===== config.mk =====
export PLATFORM = sky130hd
export DESIGN_NAME = imm_gen_pipe
export DESIGN_NICKNAME = d
export VERILOG_FILES = /design/src/rtl/imm_gen_pipe.sv
export SDC_FILE = /design/constraint.sdc
export NUM_CORES = 1
export LEC_CHECK = 0
export ABC_AREA = 1
export BUFFER_PORTS_ARGS = -buffer_cell sky130_fd_sc_hd__clkbuf_2
export CAP_MARGIN = 20
export CORE_MARGIN = 10
export CORE_UTILIZATION = 25
export CTS_CLUSTER_SIZE = 10
export DETAILED_ROUTE_END_ITERATION = 8
export GPL_TIMING_DRIVEN = 1
export SLEW_MARGIN = 20
export SYNTH_ARGS = -nofsm -noshare
export SYNTH_HDL_FRONTEND = slang
export SYNTH_SLANG_ARGS = --single-unit

===== constraint.sdc =====
create_clock -name i_clk -period 2.12 [get_ports i_clk]
set_input_delay 0.424 -clock i_clk [delete_from_list [all_inputs] [get_ports i_clk]]
set_output_delay 0.424 -clock i_clk [all_outputs]
set_load 0.05 [all_outputs]

===== src/rtl/imm_gen_pipe.sv =====
// imm_gen_pipe: two-stage immediate generator with optional PC-relative target.
// Stage 1 decodes the immediate. Stage 2 forms pc + imm. Both sides use valid/ready.
module imm_gen_pipe #(
  parameter int Reg_size = 32
) (
  input  logic                i_clk,
  input  logic                i_rst_n,
  input  logic                i_in_valid,
  output logic                o_in_ready,
  input  logic [2:0]          i_im_type,
  input  logic [24:0]         i_instr,
  input  logic [Reg_size-1:0] i_pc,
  input  logic                i_use_pc,
  output logic                o_out_valid,
  input  logic                i_out_ready,
  output logic [Reg_size-1:0] o_imm_out,
  output logic [Reg_size-1:0] o_target_out,
  output logic                o_err_out
);

  typedef enum logic [2:0] {
    IM_I = 3'd0, IM_S = 3'd1, IM_B = 3'd2, IM_U = 3'd3,
    IM_J = 3'd4, IM_Z = 3'd5, IM_SH = 3'd6, IM_ILL = 3'd7
  } im_type_e;

  // vld_pipe[1] = stage 1 full, vld_pipe[2] = stage 2 full
  logic [2:1]          r_vld_pipe;
  logic [Reg_size-1:0] r_s1_imm, r_s1_pc;
  logic                r_s1_use_pc, r_s1_err;
  logic [Reg_size-1:0] r_s2_imm, r_s2_tgt;
  logic                r_s2_err;

  logic                w_s2_accept, w_s1_adv, w_in_fire;
  logic [31:0]         w_imm32;
  logic                w_sext, w_err;
  logic [Reg_size-1:0] w_imm;

  assign w_s2_accept = !r_vld_pipe[2] || i_out_ready;
  assign w_s1_adv    = r_vld_pipe[1] && w_s2_accept;
  assign o_in_ready  = !r_vld_pipe[1] || w_s2_accept;
  assign w_in_fire   = i_in_valid && o_in_ready;

  // Format decode: build the 32-bit immediate, then widen signed or unsigned.
  always_comb begin
    w_imm32 = '0;
    w_sext  = 1'b1;
    w_err   = 1'b0;
    case (im_type_e'(i_im_type))
      IM_I: w_imm32 = {{20{i_instr[24]}}, i_instr[24:13]};
      IM_S: w_imm32 = {{20{i_instr[24]}}, i_instr[24:18], i_instr[4:0]};
      IM_B: w_imm32 = {{19{i_instr[24]}}, i_instr[24], i_instr[0], i_instr[23:18],
                       i_instr[4:1], 1'b0};
      IM_U: w_imm32 = {i_instr[24:5], 12'b0};
      IM_J: w_imm32 = {{11{i_instr[24]}}, i_instr[24], i_instr[12:5], i_instr[13],
                       i_instr[23:14], 1'b0};
      IM_Z: begin
        w_imm32 = {27'b0, i_instr[12:8]};
        w_sext  = 1'b0;
      end
      IM_SH: begin
        // RV64 shifts need a 6-bit shamt, RV32 only 5
        if (Reg_size == 64) w_imm32 = {26'b0, i_instr[18:13]};
        else                w_imm32 = {27'b0, i_instr[17:13]};
        w_sext = 1'b0;
      end
      default: begin
        w_imm32 = '0;
        w_sext  = 1'b0;
        w_err   = 1'b1;
      end
    endcase
    // On RV64 the signed formats (including U) copy bit 31 upward
    w_imm = w_sext ? Reg_size'($signed(w_imm32)) : Reg_size'(w_imm32);
  end

  // Stage 1: load a new request when it fires, otherwise empty on advance, else hold.
  always_ff @(posedge i_clk or negedge i_rst_n) begin
    if (!i_rst_n) begin
      r_vld_pipe[1] <= 1'b0;
      r_s1_imm      <= '0;
      r_s1_pc       <= '0;
      r_s1_use_pc   <= 1'b0;
      r_s1_err      <= 1'b0;
    end else if (w_in_fire) begin
      r_vld_pipe[1] <= 1'b1;
      r_s1_imm      <= w_imm;
      r_s1_pc       <= i_pc;
      r_s1_use_pc   <= i_use_pc;
      r_s1_err      <= w_err;
    end else if (w_s1_adv) begin
      r_vld_pipe[1] <= 1'b0;
    end
  end

  // Stage 2: take stage 1 when it advances, otherwise empty on drain, else hold.
  always_ff @(posedge i_clk or negedge i_rst_n) begin
    if (!i_rst_n) begin
      r_vld_pipe[2] <= 1'b0;
      r_s2_imm      <= '0;
      r_s2_tgt      <= '0;
      r_s2_err      <= 1'b0;
    end else if (w_s1_adv) begin
      r_vld_pipe[2] <= 1'b1;
      r_s2_imm      <= r_s1_imm;
      r_s2_tgt      <= r_s1_use_pc ? (r_s1_pc + r_s1_imm) : '0;
      r_s2_err      <= r_s1_err;
    end else if (i_out_ready) begin
      r_vld_pipe[2] <= 1'b0;
    end
  end

  assign o_out_valid  = r_vld_pipe[2];
  assign o_imm_out    = r_s2_imm;
  assign o_target_out = r_s2_tgt;
  assign o_err_out    = r_s2_err;

endmodule


==> qor.txt <==
Status: finished, final reports clean
DR vias/cell: 4.366
Met1 GRT Util: 18.32%
Height of the die: 195.1 um
# diodes: 0
Mapped Area: 7662 sq um
Most frequent cell after synthesis: nand2_1
Pins Over Slew Limit: 0
Nets@finish: 1324
H-tree lvl count: 4
Hold Fails Final Rpt: 0
Area delta synth->final: 23.27%
M3 GR Usage: 2.689%
Longest Clk Path Bufs: 2
Slew HR: 66.84%
Synth cell count leaders: nand2_1, inv_1, dfrtp_1
Total CTS buffers: 17
Fin area: 9445 sq um
Drt pass-1 iters: 5
Count of cell types in the netlist: 36
Largest area contributor in the synthesized netlist: dfrtp_1
Wire length per cell: 15.55 um
Dominant synthesized flop cell: dfrtp_1
FF+latch count, synth: 133
Min Tclk post-route: 1.982 ns
Share of cells above drive strength 1: 17.92%
Vias in the first global route: 7215
Post-Synthesis Net Count: 1188
Yosys top cell area share: 43.44%
FP Rows: 64
TritonCTS Sinks: 133
Total gr overflow: 0
Hpwl dp: 20490 um
Fmax: 504.4 MHz
Starting Density: 25.18%
Core Util, Final: 31.04%
RSZ-0062 raised after global routing: no
DRC Markers: 0
Total global-route track usage: 13.26%
Post-DP Area: 8845 sq um
Required time worst endpoint: 2.43 ns
Max VDD drop: 0.5891 mV
Initial antenna violation count: 0
Area of the core: 30430 sq um
Synth async-reset ratio: 100.0%
DRT Wirelength: 25420 um
Clock slew at reported path FFs: 0.06 ns
Crit-path slowest cell: dfrtp_1
Worst-margin pin slew: 0.4967 ns
Die area: 38050 sq um
Max Fanout on Critical Path: 5
Die width: 195.1 um
HP Class: input pin to register
Fin Hold WS: 0.1909 ns
EDFF count, synth: 0
Crit share post-route: 93.51%
Critical path capture point type: register
Synth top area cells: dfrtp_1, nand2_1, inv_1, o21ai_0, ha_1
Root buffer cell: clkbuf_16
Worst path arrival time: 2.30 ns
Final setup fails: 0
Most frequent CP cell: nand2_1
WS Path Type: register to register
Worst Skew: 0.01025 ns
Crit-path max cell delay: 0.42 ns
GR Util met2: 20.79%
Most used routing layer: met2
Gpl congestion: 0.8816
First-pass GRT wire length: 40190 um
Cell Chain, Critical Path: ha_1 > nand2_1 > inv_1 > a21oi_1 > nand2_1 > a21oi_1 > nand3_1 > nand3_1 > nand2_1
Num ports: 132
TritonCTS clock tree: built
Syn avg cell area: 7.023 sq um
Pwr dens: 1109 nW/um^2
Antenna-violating nets left: 0
Final setup TNS: 0 ns
CP Launch Type: register
Gate count after technology mapping: 1091
Post-synthesis sequential area ratio: 43.44%
Synth warnings: 0
Fill cell count: 3371
Pleak: 0.005330 uW
Initial DRC Count: 428
Largest net degree at the start of global routing: 100
Clock Latency Late Sink: 0.43 ns
PortBufs: 131
Vias: 7138
Overall power: 10480 uW
Max-cap violation count: 0
critical path: cells and delay by family (launching register included):
family                   cells  cell delay [ns]
AO/OA/AOI/OAI                2             0.41
adder cells (fa/ha/maj)      1             0.42
buffers and inverters        1             0.08
flip-flops                   1             0.42
AND/OR/NAND/NOR              5             0.54
layout by cell type, fill, tap and decap left out, types with 2 or more instances in the layout:
cell type,n
clkinv_2,2
or2_2,2
nand4_1,4
nand2_1,453
clkbuf_16,17
clkbuf_2,130
o22ai_1,7
nor2_1,41
dfrtp_1,133
nor2_2,4
buf_12,4
buf_4,9
nand3b_1,2
inv_1,158
o221ai_1,4
bufinv_16,3
nand3_1,40
a21oi_2,2
a32o_1,2
o21ai_1,14
nand3_2,7
nor3_2,3
clkbuf_1,5
a21oi_1,29
o21ai_0,83
o21bai_1,3
nand2_2,12
inv_2,20
ha_1,31
flip-flops by register name, indices dropped and copies added (netlist names):
name	count
o_imm_out	32
r_s1_err	1
o_err_out	1
o_out_valid	1
o_target_out	32
r_vld_pipe	1
r_s1_imm	32
r_s1_use_pc	1
r_s1_pc	32
cells by family after synthesis:
group | after synthesis | synth area share, %
AO/OA/AOI/OAI | 149 | 10.55
XOR/XNOR | 1 | 0.1143
adder cells (fa/ha/maj) | 32 | 5.323
buffers and inverters | 206 | 10.35
flip-flops | 133 | 43.44
AND/OR/NAND/NOR | 570 | 30.23
cell type report:
cell class / instances / area, sq um / area share, %
Timing Repair Buffer: 145 / 819.5 / 8.677
Multi-Input combinational cell: 752 / 3551 / 37.59
Sequential cell: 133 / 3328 / 35.24
Tap cell: 396 / 495.5 / 5.246
Clock inverter: 8 / 125.1 / 1.325
Clock buffer: 23 / 457.9 / 4.848
Inverter: 178 / 668.1 / 7.074
per-layer routing:
| metal | vias to the layer above | wire length, um |
|---|---|---|
| met4 | 0 | 225 |
| li1 | 3648 | - |
| met2 | 168 | 11500 |
| met3 | 18 | 1165 |
| met5 | - | 0 |
| met1 | 3304 | 12520 |
through the flow:
step | setup WS [ns] | std cells
finish | 0.1376 | 1635
global route | 0.006050 | 1635
CTS | 0.1277 | 1635
detailed placement | 0.1399 | 1603
global placement | 0.1510 | 1603
floorplan | 0.2185 | 1091
final timing paths:
kind | startpoint | endpoint | slack (ns) | depth (start not counted)
setup / recovery | r_s1_imm[18] | o_target_out[28] | 0.14 | 9
min in group asynchronous | i_rst_n | r_s1_pc[27] | 0.43 | 2
setup reg to reg | r_s1_imm[18] | o_target_out[28] | 0.14 | 9
max in group asynchronous | i_rst_n | o_imm_out[30] | 1.11 | 3
hold reg to reg | o_target_out[20] | o_target_out[20] | 0.48 | 2
hold / removal | i_pc[29] | r_s1_pc[29] | 0.19 | 3
power breakdown:
| part | internal [uW] | switching, uW | total [uW] |
|---|---|---|---|
| registers | 3070 | 348 | 3420 |
| logic | 1010 | 3050 | 4050 |
| clock network | 1870 | 1130 | 3010 |
| total | 5950 | 4530 | 10500 |
repair_timing:
| item | CTS | global route |
|---|---|---|
| setup endpoints to repair | 0 | 8 |
| hold buffers | 1 | 0 |
| setup buffers | 0 | 0 |
| endpoints found under the hold margin | 23 | 0 |
| gates resized for setup | 0 | 4 |
Power figures use the tool's default switching activity.
